$ cat config.mk
export PLATFORM = sky130hd
export DESIGN_NAME = char_string_render
export DESIGN_NICKNAME = d
export VERILOG_FILES = /design/src/rtl/char_string_render.sv
export SDC_FILE = /design/constraint.sdc
export NUM_CORES = 1
export LEC_CHECK = 0
export CAP_MARGIN = 20
export CORE_MARGIN = 2
export CORE_UTILIZATION = 40
export DETAILED_ROUTE_END_ITERATION = 10
export HOLD_SLACK_MARGIN = 0.12
export PLACE_DENSITY = 0.68
export SYNTH_ARGS = -nofsm -noshare
export SYNTH_HDL_FRONTEND = slang
export SYNTH_SLANG_ARGS = --single-unit
export TNS_END_PERCENT = 20
$ cat constraint.sdc
create_clock -name clk -period 4.05 [get_ports clk]
set_input_delay 0.81 -clock clk [delete_from_list [all_inputs] [get_ports clk]]
set_output_delay 0.81 -clock clk [all_outputs]
set_load 0.005 [all_outputs]
$ cat src/rtl/char_string_render.sv
// Pipelined 5x7 text renderer: draws N_CHARS glyphs from a frame-shadowed string at a programmable origin.
// Optional macro BLINK_EN adds frame-counted blinking gated by blink_req.
module char_string_render #(
  parameter int N_CHARS      = 4,
  parameter int SCALE_LOG2   = 2,
  parameter int BLINK_FRAMES = 30
) (
  input  logic                   clk,
  input  logic                   rst_n,
  input  logic                   pix_valid,
  input  logic [9:0]             x,
  input  logic [9:0]             y,
  input  logic                   frame_tick,
  input  logic [9:0]             start_x,
  input  logic [9:0]             start_y,
  input  logic [6*N_CHARS-1:0]   char_codes,
  input  logic                   blink_req,
  output logic                   display
);

  localparam int CIDX_W = (N_CHARS > 1) ? $clog2(N_CHARS) : 1;
  localparam logic [10:0] BOX_W = 11'(N_CHARS * 6 * (1 << SCALE_LOG2));
  localparam logic [10:0] BOX_H = 11'(7 * (1 << SCALE_LOG2));

  // Glyph rows packed top row first, bit 4 of each row is the leftmost column.
  function automatic logic [34:0] font_glyph(input logic [5:0] code);
    case (code)
      6'd0:  font_glyph = 35'b01110_10001_10011_10101_11001_10001_01110;
      6'd1:  font_glyph = 35'b00100_01100_00100_00100_00100_00100_01110;
      6'd2:  font_glyph = 35'b01110_10001_00001_00010_00100_01000_11111;
      6'd3:  font_glyph = 35'b11111_00010_00100_00010_00001_10001_01110;
      6'd4:  font_glyph = 35'b00010_00110_01010_10010_11111_00010_00010;
      6'd5:  font_glyph = 35'b11111_10000_11110_00001_00001_10001_01110;
      6'd6:  font_glyph = 35'b00110_01000_10000_11110_10001_10001_01110;
      6'd7:  font_glyph = 35'b11111_00001_00010_00100_01000_01000_01000;
      6'd8:  font_glyph = 35'b01110_10001_10001_01110_10001_10001_01110;
      6'd9:  font_glyph = 35'b01110_10001_10001_01111_00001_00010_01100;
      6'd10: font_glyph = 35'b01110_10001_10001_10001_11111_10001_10001;
      6'd11: font_glyph = 35'b11110_10001_10001_11110_10001_10001_11110;
      6'd12: font_glyph = 35'b01110_10001_10000_10000_10000_10001_01110;
      6'd13: font_glyph = 35'b11100_10010_10001_10001_10001_10010_11100;
      6'd14: font_glyph = 35'b11111_10000_10000_11110_10000_10000_11111;
      6'd15: font_glyph = 35'b11111_10000_10000_11110_10000_10000_10000;
      6'd16: font_glyph = 35'b01110_10001_10000_10111_10001_10001_01111;
      6'd17: font_glyph = 35'b10001_10001_10001_11111_10001_10001_10001;
      6'd18: font_glyph = 35'b01110_00100_00100_00100_00100_00100_01110;
      6'd19: font_glyph = 35'b00111_00010_00010_00010_00010_10010_01100;
      6'd20: font_glyph = 35'b10001_10010_10100_11000_10100_10010_10001;
      6'd21: font_glyph = 35'b10000_10000_10000_10000_10000_10000_11111;
      6'd22: font_glyph = 35'b10001_11011_10101_10101_10001_10001_10001;
      6'd23: font_glyph = 35'b10001_10001_11001_10101_10011_10001_10001;
      6'd24: font_glyph = 35'b01110_10001_10001_10001_10001_10001_01110;
      6'd25: font_glyph = 35'b11110_10001_10001_11110_10000_10000_10000;
      6'd26: font_glyph = 35'b01110_10001_10001_10001_10101_10010_01101;
      6'd27: font_glyph = 35'b11110_10001_10001_11110_10100_10010_10001;
      6'd28: font_glyph = 35'b01111_10000_10000_01110_00001_00001_11110;
      6'd29: font_glyph = 35'b11111_00100_00100_00100_00100_00100_00100;
      6'd30: font_glyph = 35'b10001_10001_10001_10001_10001_10001_01110;
      6'd31: font_glyph = 35'b10001_10001_10001_10001_10001_01010_00100;
      6'd32: font_glyph = 35'b10001_10001_10001_10101_10101_10101_01010;
      6'd33: font_glyph = 35'b10001_10001_01010_00100_01010_10001_10001;
      6'd34: font_glyph = 35'b10001_10001_10001_01010_00100_00100_00100;
      6'd35: font_glyph = 35'b11111_00001_00010_00100_01000_10000_11111;
      default: font_glyph = '0;
    endcase
  endfunction

  logic [6*N_CHARS-1:0] shadow_reg;
  logic [5:0]           slot_code [N_CHARS];

  for (genvar gi = 0; gi < N_CHARS; gi++) begin : g_slot
    assign slot_code[gi] = shadow_reg[6*gi +: 6];
  end

  always_ff @(posedge clk or negedge rst_n) begin
    if (!rst_n) begin
      shadow_reg <= '1;
    end else if (frame_tick) begin
      shadow_reg <= char_codes;
    end
  end

  // Stage 1: box test and cell decode; the slot code is captured here so a
  // pixel coinciding with frame_tick still sees the old string.
  logic [10:0]       dx, dy;
  logic [9:0]        cell_col, cell_row, char_base, col_full;
  logic [CIDX_W-1:0] char_idx;
  logic              in_box_next;

  always_comb begin
    dx          = {1'b0, x} - {1'b0, start_x};
    dy          = {1'b0, y} - {1'b0, start_y};
    in_box_next = pix_valid & ~dx[10] & ~dy[10] & (dx < BOX_W) & (dy < BOX_H);
    cell_col    = dx[9:0] >> SCALE_LOG2;
    cell_row    = dy[9:0] >> SCALE_LOG2;
    char_idx    = '0;
    char_base   = '0;
    for (int i = 1; i < N_CHARS; i++) begin
      if (cell_col >= 10'(6 * i)) begin
        char_idx  = CIDX_W'(i);
        char_base = 10'(6 * i);
      end
    end
    col_full = cell_col - char_base;
  end

  logic       in_box_reg;
  logic [5:0] code_reg;
  logic [2:0] row_reg, col_reg;

  always_ff @(posedge clk or negedge rst_n) begin
    if (!rst_n) begin
      in_box_reg <= 1'b0;
      code_reg   <= 6'd63;
      row_reg    <= '0;
      col_reg    <= '0;
    end else begin
      in_box_reg <= in_box_next;
      code_reg   <= slot_code[char_idx];
      row_reg    <= cell_row[2:0];
      col_reg    <= col_full[2:0];
    end
  end

  // Stage 2: font lookup and registered output.
  logic [34:0] glyph;
  logic [4:0]  row_bits;
  logic        pix_bit, blank_gate, display_next;

  always_comb begin
    glyph = font_glyph(code_reg);
    case (row_reg)
      3'd0:    row_bits = glyph[34:30];
      3'd1:    row_bits = glyph[29:25];
      3'd2:    row_bits = glyph[24:20];
      3'd3:    row_bits = glyph[19:15];
      3'd4:    row_bits = glyph[14:10];
      3'd5:    row_bits = glyph[9:5];
      3'd6:    row_bits = glyph[4:0];
      default: row_bits = '0;
    endcase
    pix_bit      = (col_reg < 3'd5) ? row_bits[3'd4 - col_reg] : 1'b0;
    display_next = in_box_reg & pix_bit & ~blank_gate;
  end

  always_ff @(posedge clk or negedge rst_n) begin
    if (!rst_n) begin
      display <= 1'b0;
    end else begin
      display <= display_next;
    end
  end

`ifdef BLINK_EN
  localparam int BC_W = (BLINK_FRAMES > 1) ? $clog2(BLINK_FRAMES) : 1;
  logic [BC_W-1:0] blink_cnt_reg;
  logic            hidden_reg;

  always_ff @(posedge clk or negedge rst_n) begin
    if (!rst_n) begin
      blink_cnt_reg <= '0;
      hidden_reg    <= 1'b0;
    end else if (frame_tick) begin
      if (blink_cnt_reg == BC_W'(BLINK_FRAMES - 1)) begin
        blink_cnt_reg <= '0;
        hidden_reg    <= ~hidden_reg;
      end else begin
        blink_cnt_reg <= blink_cnt_reg + 1'b1;
      end
    end
  end

  assign blank_gate = blink_req & hidden_reg;

  logic unused_bits;
  assign unused_bits = ^{col_full[9:3], cell_row[9:3]};
`else
  assign blank_gate = 1'b0;

  logic unused_bits;
  assign unused_bits = ^{col_full[9:3], cell_row[9:3], blink_req, (BLINK_FRAMES > 0)};
`endif

endmodule
# After elaboration in Yosys (flattened, before gate mapping)
# Memory sizes are Yosys's and may differ from the RTL's.
# Index checks and enable logic that the tools add are counted.
dict set report op_classes {
  addsub 4
  order_cmp 8
  eq_ne 6
  n_mux 13
  bitwise_logic 8
  n_reduce_logical 1
}
# op count
set ops {}
lappend ops {{one-hot mux 5 bit (7 select lines)} 1}
lappend ops {{subtractor 10 x 10 -> 11 bit} 2}
lappend ops {{binary-select mux 6 bit (select 2 bit)} 1}
lappend ops {{two-way mux 6 bit} 2}
lappend ops {{< comparator 11 x 5 -> 1 bit, second input constant} 1}
lappend ops {{< comparator 11 x 7 -> 1 bit, second input constant} 1}
lappend ops {{equality test 3 bit, second input constant} 3}
lappend ops {{two-way mux 3 bit} 3}
lappend ops {{>= comparator 8 x 3 -> 1 bit, second input constant} 1}
lappend ops {{>= comparator 8 x 4 -> 1 bit, second input constant} 1}
lappend ops {{>= comparator 8 x 5 -> 1 bit, second input constant} 1}
lappend ops {{equality test 3 x 2 -> 1 bit, second input constant} 2}
lappend ops {{bitwise AND 1 bit} 5}
lappend ops {{< comparator 3 x 4 -> 1 bit, second input constant} 1}
lappend ops {{two-way mux 2 bit} 2}
lappend ops {{binary-select mux 1 bit (select 3 bit)} 1}
lappend ops {{equality test 3 x 1 -> 1 bit, second input constant} 1}
lappend ops {{>= comparator 3 bit, second input constant} 1}
lappend ops {{zero test 3 bit} 1}
lappend ops {{< comparator 3 bit, second input constant} 1}
lappend ops {{two-way mux 1 bit} 3}
lappend ops {{NOT 2 -> 3 bit} 1}
lappend ops {{subtractor 3 bit} 1}
lappend ops {{subtractor 3 bit, first input constant} 1}
lappend ops {{NOT 1 bit} 2}
dict set report totals {
  reg_bits 38
  romBits 2240
  elab_cells 47
  mem_count 1
}
# name words width rd rd_clocked_by_memory_dff wr line_no
set mem_list {}
lappend mem_list {{(no name shown)} 64 35 1 0 0 27} ;# case (code)

# Depth between registers and ports, before layout
# Gate-level depths: netlist (run 1).
dict set report logic_depth {
  ltp_word 9
  ltp_mapped 13
}

# Worst setup path after synthesis (run 1)
# Ideal clock, no wire load.
dict set report synth_path {
  path_kind {input to register}
  from {input start_x[5]}
  to {register code_reg[0]}
  t_arrival_ns 2.692
  t_required_ns 3.970
  slack_ns 1.278
  stages 11
  n_path_buf 2
  cell_sequence {inv_1 ha_1 clkbuf_1 nand3_1 nand2_1 a41oi_2 o21a_1 o211ai_1 clkbuf_2 nand3_1 o221a_2}
}
dict set report synth_via {
  elab_chain_cells 9
}
# element line_no
set synth_rtl {}
lappend synth_rtl {{start: declaration} 14} ;# input logic [9:0] start_x,
lappend synth_rtl {{subtractor 10 x 10 -> 11 bit *} 91} ;# dx = {1'b0, x} - {1'b0, start_x};
lappend synth_rtl {{>= comparator 8 x 3 -> 1 bit} 99} ;# if (cell_col >= 10'(6 * i)) begin
lappend synth_rtl {{two-way mux 1 bit} 99}
lappend synth_rtl {{two-way mux 2 bit} 99}
lappend synth_rtl {{two-way mux 2 bit *} 99}
lappend synth_rtl {{NOT 2 -> 3 bit (implied by the code) *} 119} ;# code_reg <= slot_code[char_idx];
lappend synth_rtl {{binary-select mux 6 bit (select 2 bit) *} 119}
lappend synth_rtl {{two-way mux 6 bit (implied by the code) * (2 in series)} 119}
lappend synth_rtl {{end signal: assignment} 119}
lappend synth_rtl {{end: declaration} 108} ;# logic [5:0] code_reg;
# Every way passes the cells marked *; elsewhere a longest branch is shown, timed or not. The select of a mux whose other input is x is not followed.
# A chain may end at the register's enable or synchronous reset.

# Worst setup path in the final report (run 1)
dict set report layout_path {
  from {input start_x[2]}
  to {register code_reg[1]}
}
# Same word-level chain as after synthesis.

==> metrics.cfg, run 1 <==
[critical_path]
crit_fanout = 7
critPathCaptureType = flip-flop
cp-start-kind = input pin
slowest_delay_ps = 450
crit_family = compound AO/OA/AOI/OAI gates
slowest_stage = clkdlybuf4s50_1
cp.depth = 11
critPathBufInv = 3
cp_cell_sequence = clkdlybuf4s50_1 -> inv_1 -> ha_1 -> nand2_1 -> o21ai_2 -> a41oi_2 -> o21a_1 -> o211ai_1 -> buf_4 -> o21a_1 -> o221a_2
worst_ep_required_time_ps = 4280
crit_end = code_reg[1]
worst_path_most_repeated_cell = o21a_1
r2r_cells = 10
r2r-start = code_reg[1]
crit_type = input pin to flip-flop
arrival_ps = 3520
r2r_slack_ps = 850
critPathLaunch = start_x[2]
rr_endpoint = display

[timing]
hold_ws_ps = 580
min_period_ps = 3290
setup_tns_ps = 0
final-setup-viol-count = 0
fmax_ghz = 0.304
tightest_slew_ps = 1050
skew_ps = 6.06
hold_viol = 0
grt_setup_unrepaired = no
max-slew-margin-rel_pct = 29.6
maxSlewViolCount = 0
fin_ws_ps = 764
post-route-period-util_pct = 81.1

[grt]
use_met2_pct = 36.7
gr-usage-met3_pct = 3.17
grt_first_pass_wirelength_um = 21400
grt.busiest_layer = met2
grtUsageTotal_pct = 22.6
antenna_found_initial = 0
met1_usage_pct = 29.4
grt_pass1_vias = 4501
grt_max_degree = 58
grt_overflow = 0

[die]
io_pins = 70
die_x_um = 109
start_util_pct = 40.6
fp-row-count = 38
die_area_mm2 = 0.0118
die_h_um = 109
core_mm2 = 0.0108

[synth]
synth_area_per_cell_um2 = 7.92
ys_seq_area_share_pct = 22.5
syn_nets = 657
synth-async-reset-ratio_pct = 100
synth-main-ff-cell = dfstp_2
synth.distinct_cells = 71
yosysWarnings = 0
synth-seq-cells = 38
syn_inst = 554
synth_edf_count = 0
synth_area_mm2 = 0.00439

[drt]
num_vias = 4451
vias_per_cell = 6.03
drc = 0
drt_iter0_drc = 328
wl_per_cell_um = 17.4
ant_nets = 0
finalWirelength_um = 12900
first_pass_iters = 5

[placement]
gp_congestion = 1.02
placed_cells = 729
hpwl_um = 9610
post-place-ws_ps = 481
numPortBuffers = 68

[clocking]
htree_levels = 2
postCtsSetupBuffers = 0
cts_sinks = 38
cts_tree = done
clk_latency_ps = 290
cts_buffers = 5
root_buffer = clkbuf_8
clock_path_buffers = 2
clkSlewWorstSetupHoldPaths_ps = 70
cts_hold_buf = 0
cts_resized = 0

[final_layout]
drive_above_1_share_pct = 15.6
antennaDiodeCount = 0
largest_reg_flops = 24
seqCellArea_um2 = 988
final_cells = 738
multi_input_area_mm2 = 0.00306
synthToLayoutAreaGrowth_pct = 19.3
final_common_cell = clkdlybuf4s50_1
layout_common_cells = clkdlybuf4s50_1, nand2_1, inv_1, a21oi_1, ha_1
n_fill_cell = 1013
nets = 700

[pwr]
p_total_w = 0.00184
powerDensity_mw_per_mm2 = 351
leakage_nw = 2.07
ir_drop_uv = 208

[run_status]
status = completed

[run]
cap_viol_max_count = 0

[min_path]
min_path_type = flip-flop to flip-flop

[Yosys cell counts, types with 5 or more instances]
cell type	count	area, um^2
nand2_1	53	199
inv_1	40	150
a21oi_1	36	180
ha_1	34	425
nor2_1	32	120
o21ai_0	32	160
dfstp_2	30	788
clkbuf_1	26	97.6
mux2_2	25	282
nand3_1	24	120
nand2b_1	14	87.6
nor3_1	13	65.1
buf_2	12	60.1
xnor2_1	12	105
a31oi_1	11	68.8
nor2b_1	11	68.8
o211ai_1	10	75.1
dfrtp_1	8	200
mux2i_1	8	80.1
a211oi_1	6	45.0
o221a_2	6	67.6
o22ai_1	6	37.5
a221oi_1	5	43.8
nand3b_1	5	37.5
nand4_1	5	31.3
nor4_1	5	31.3
o311ai_0	5	43.8
o31ai_1	5	37.5
[per-stage QoR]
step                util [%]  area [um^2]
floorplan                  -         4390
global placement        47.5         5120
detailed placement      47.5         5120
CTS                     48.4         5220
global route            48.5         5240
finish                  48.5         5240
[logic make-up after synthesis]
| group | count (synthesis) | share of synthesized area (%) |
|---|---|---|
| DFF | 38 | 22.5 |
| and+or+nand+nor | 181 | 20.9 |
| adders and majority gates | 34 | 9.70 |
| muxes | 34 | 8.76 |
| AOI/OAI and AO/OA | 170 | 27.5 |
| xor gates and xnor gates | 15 | 2.99 |
| buffers and inverters | 82 | 7.64 |
[report_power, final]
part           total (W)  internal, W  switching [W]
sequential      0.000588     0.000459       0.000130
clock           0.000270     0.000137       0.000133
combinational   0.000981     0.000425       0.000555
[how the worst min path moves through the flow]
| stage | startpoint | end | depth (start not counted) |
|---|---|---|---|
| 6_report | shadow_reg[22] | code_reg[4] | 1 |
| 5_1_grt | shadow_reg[22] | code_reg[4] | 1 |
| 4_1_cts | shadow_reg[22] | code_reg[4] | 1 |
| 3_5_place_dp | shadow_reg[21] | code_reg[3] | 1 |
| 3_3_place_gp | shadow_reg[19] | code_reg[1] | 1 |
| 2_1_floorplan | rst_n | col_reg[0] | 0 |
[layout make-up]
type | count | share of cell area [%]
clock buffers | 6 | 1.58
clock inverters | 2 | 0.239
inverters | 40 | 2.87
multi-input cells | 434 | 58.5
flip-flops and latches | 38 | 18.9
well taps | 140 | 3.35
repair buffers | 78 | 14.6
[layer usage]
metal  share of wire, %  up-vias
met1                 42     2077
met4                3.4        0
li1                   -     2129
met5                  0        -
met3                8.2       34
met2                 47      211
(Power assumes the default switching activity.)
==> run 2: changes to the inputs <==
--- a/config.mk
+++ b/config.mk
@@ -10,7 +10,7 @@
 export CORE_UTILIZATION = 40
 export DETAILED_ROUTE_END_ITERATION = 10
 export HOLD_SLACK_MARGIN = 0.12
-export PLACE_DENSITY = 0.68
+export PLACE_DENSITY = 0.71
 export SYNTH_ARGS = -nofsm -noshare
 export SYNTH_HDL_FRONTEND = slang
 export SYNTH_SLANG_ARGS = --single-unit
==> constraint.sdc (replaced) <==
create_clock -name clk -period 2.96 [get_ports clk]
set_input_delay 0.592 -clock clk [delete_from_list [all_inputs] [get_ports clk]]
set_output_delay 0.592 -clock clk [all_outputs]
set_load 0.005 [all_outputs]
==> run 2 against run 1 <==
  * Register-to-register slack worse by 600 ps
  * Sequential cell count unchanged
  * Clock power up 63%
  * Core utilization up 4.4 points
==> metrics.cfg, run 2 (same netlist as run 1, synthesis figures left out) <==
[die]
core_mm2 = 0.0108  ; unchanged
die_area_mm2 = 0.0118  ; unchanged
fp-row-count = 38  ; unchanged
start_util_pct = 40.6  ; unchanged
die_h_um = 109  ; unchanged
die_x_um = 109  ; unchanged
io_pins = 70  ; unchanged

[pwr]
power_frac_clock_pct = 15.7  ; was 14.7%
leakage_nw = 2.35  ; was 2.07 nW
ir_drop_uv = 310  ; was 208 uV
powerDensity_mw_per_mm2 = 490  ; was 351 mW/mm^2
p_switching_w = 0.00118  ; was 0.000819 W
p_total_w = 0.00280  ; was 0.00184 W
internal-power_w = 0.00162  ; was 0.00102 W
power_frac_seq_pct = 27.1  ; was 32.0%
power_frac_comb_pct = 57.2  ; was 53.3%
netSwitchingFraction_pct = 42.2  ; was 44.5%

[critical_path]
arrival_ps = 2970  ; was 3520 ps
crit_fanout = 2  ; was 7
worst_ep_required_time_ps = 3150  ; was 4280 ps
cp-start-kind = input pin  ; unchanged
crit_type = input pin to flip-flop  ; unchanged
slowest_delay_ps = 450  ; about the same
critPathCaptureType = flip-flop  ; unchanged
slowest_stage = clkdlybuf4s50_1  ; unchanged
critPathBufInv = 2  ; was 3
crit_family = compound AO/OA/AOI/OAI gates  ; unchanged
r2r_slack_ps = 250  ; was 850 ps
cp_cell_sequence = clkdlybuf4s50_1 -> inv_1 -> ha_1 -> a2111o_1 -> a31oi_2 -> o21bai_1 -> a221oi_2 -> mux2i_1 -> o311ai_0 -> nor4_1  ; was clkdlybuf4s50_1 -> inv_1 -> ha_1 -> nand2_1 -> o21ai_2 -> a41oi_2 -> o21a_1 -> o211ai_1 -> buf_4 -> o21a_1 -> o221a_2

[clocking]
clk_latency_ps = 290  ; about the same
postCtsSetupBuffers = 0  ; unchanged
clkSlewWorstSetupHoldPaths_ps = 80  ; was 70 ps
cts_buffers = 5  ; unchanged
root_buffer = clkbuf_8  ; unchanged
cts_hold_buf = 0  ; unchanged
clock_path_buffers = 2  ; unchanged
cts_sinks = 38  ; unchanged
htree_levels = 2  ; unchanged
cts_tree = done  ; unchanged

[grt]
grt_pass1_vias = 4647  ; was 4501
antenna_found_initial = 0  ; unchanged
grt_first_pass_wirelength_um = 22400  ; was 21400 um
grt_max_degree = 39  ; was 58
grt_overflow = 0  ; unchanged
grtUsageTotal_pct = 23.6  ; was 22.6%

[final_layout]
final_util_pct = 52.9  ; was 48.5%
layout_common_cells = clkdlybuf4s50_1, buf_4, nand2_1, inv_1, a21oi_1  ; was clkdlybuf4s50_1, nand2_1, inv_1, a21oi_1, ha_1
nets = 755  ; was 700
final_common_cell = clkdlybuf4s50_1  ; unchanged
synthToLayoutAreaGrowth_pct = 30.1  ; was 19.3%
largest_reg_flops = 24  ; unchanged
antennaDiodeCount = 0  ; unchanged
final_cells = 793  ; was 738
fin_area_mm2 = 0.00571  ; was 0.00524 mm^2
drive_above_1_share_pct = 23.4  ; was 15.6%

[min_path]
min_path_type = flip-flop to flip-flop  ; unchanged

[timing]
final-setup-viol-count = 0  ; unchanged
fmax_ghz = 0.360
hold_ws_ps = 584  ; was 580 ps
min_period_ps = 2780
max-slew-margin-rel_pct = 52.1  ; was 29.6%
tightest_slew_ps = 717  ; was 1050 ps
post-route-period-util_pct = 93.9
maxSlewViolCount = 0  ; unchanged
hold_viol = 0  ; unchanged
grt_setup_unrepaired = no  ; unchanged
skew_ps = 6.75  ; was 6.06 ps

[placement]
placed_cell_area_mm2 = 0.00557  ; was 0.00512 mm^2
numPortBuffers = 68  ; unchanged
gp_congestion = 1.05  ; was 1.02
hpwl_um = 10700  ; was 9610 um
placed_cells = 785  ; was 729

[drt]
finalWirelength_um = 13700  ; was 12900 um
vias_per_cell = 5.97  ; was 6.03
first_pass_iters = 6  ; was 5
ant_nets = 0  ; unchanged
wl_per_cell_um = 17.2  ; was 17.4 um
drt_iter0_drc = 273  ; was 328
num_vias = 4737  ; was 4451
drc = 0  ; unchanged

[run]
cap_viol_max_count = 0  ; unchanged

[run_status]
status = completed  ; unchanged

## run 2: path summary, 6_finish.rpt
check / to / depth (start not counted) / from
worst max-delay path: in_box_reg / 10 / start_y[1]
worst min-delay path: code_reg[4] / 1 / shadow_reg[22]
worst max register to register: display / 10 / code_reg[0]
worst min register to register: code_reg[4] / 1 / shadow_reg[22]
max in group asynchronous: code_reg[5] / 2 / rst_n
min in group asynchronous: col_reg[2] / 2 / rst_n
## run 2: layout make-up
cell class | count | area [um^2]
Clock buffer | 5 | 68.8
Multi-Input combinational cell | 434 | 3090
Fill cell | 1007 | 5080
Sequential cell | 38 | 988
Tap cell | 140 | 175
Timing Repair Buffer | 133 | 1190
Clock inverter | 3 | 43.8
Inverter | 40 | 150
## run 2: through the flow
step | setup slack [ps] | setup TNS [ps]
2_1_floorplan | 293 | 0
3_3_place_gp | -153 | -1170
6_report | 181 | 0
5_1_grt | 12.2 | 0
3_5_place_dp | -207 | -1620
4_1_cts | 85.9 | 0
## run 2: layer usage
metal	vias up	wire [um]	GRT usage (%)
met2	232	6630	40.8
met5	-	0	0
li1	2233	-	-
met1	2240	5660	30.2
met3	32	1050	3.35
met4	0	337	7.69
## run 2: what timing repair did
item	in CTS	in global routing
hold endpoints to repair	0	0
endpoints found under the setup margin	0	9
gates resized for setup	0	5
## run 2: power by group through the flow
stage               combinational (W)  clock (W)  sequential, W
finish                        0.00160   0.000439       0.000758
global route                  0.00174   0.000477       0.000773
CTS                           0.00156   0.000450       0.000754
detailed placement            0.00155          0       0.000762
global placement              0.00154          0       0.000761
floorplan                     0.00104          0       0.000679
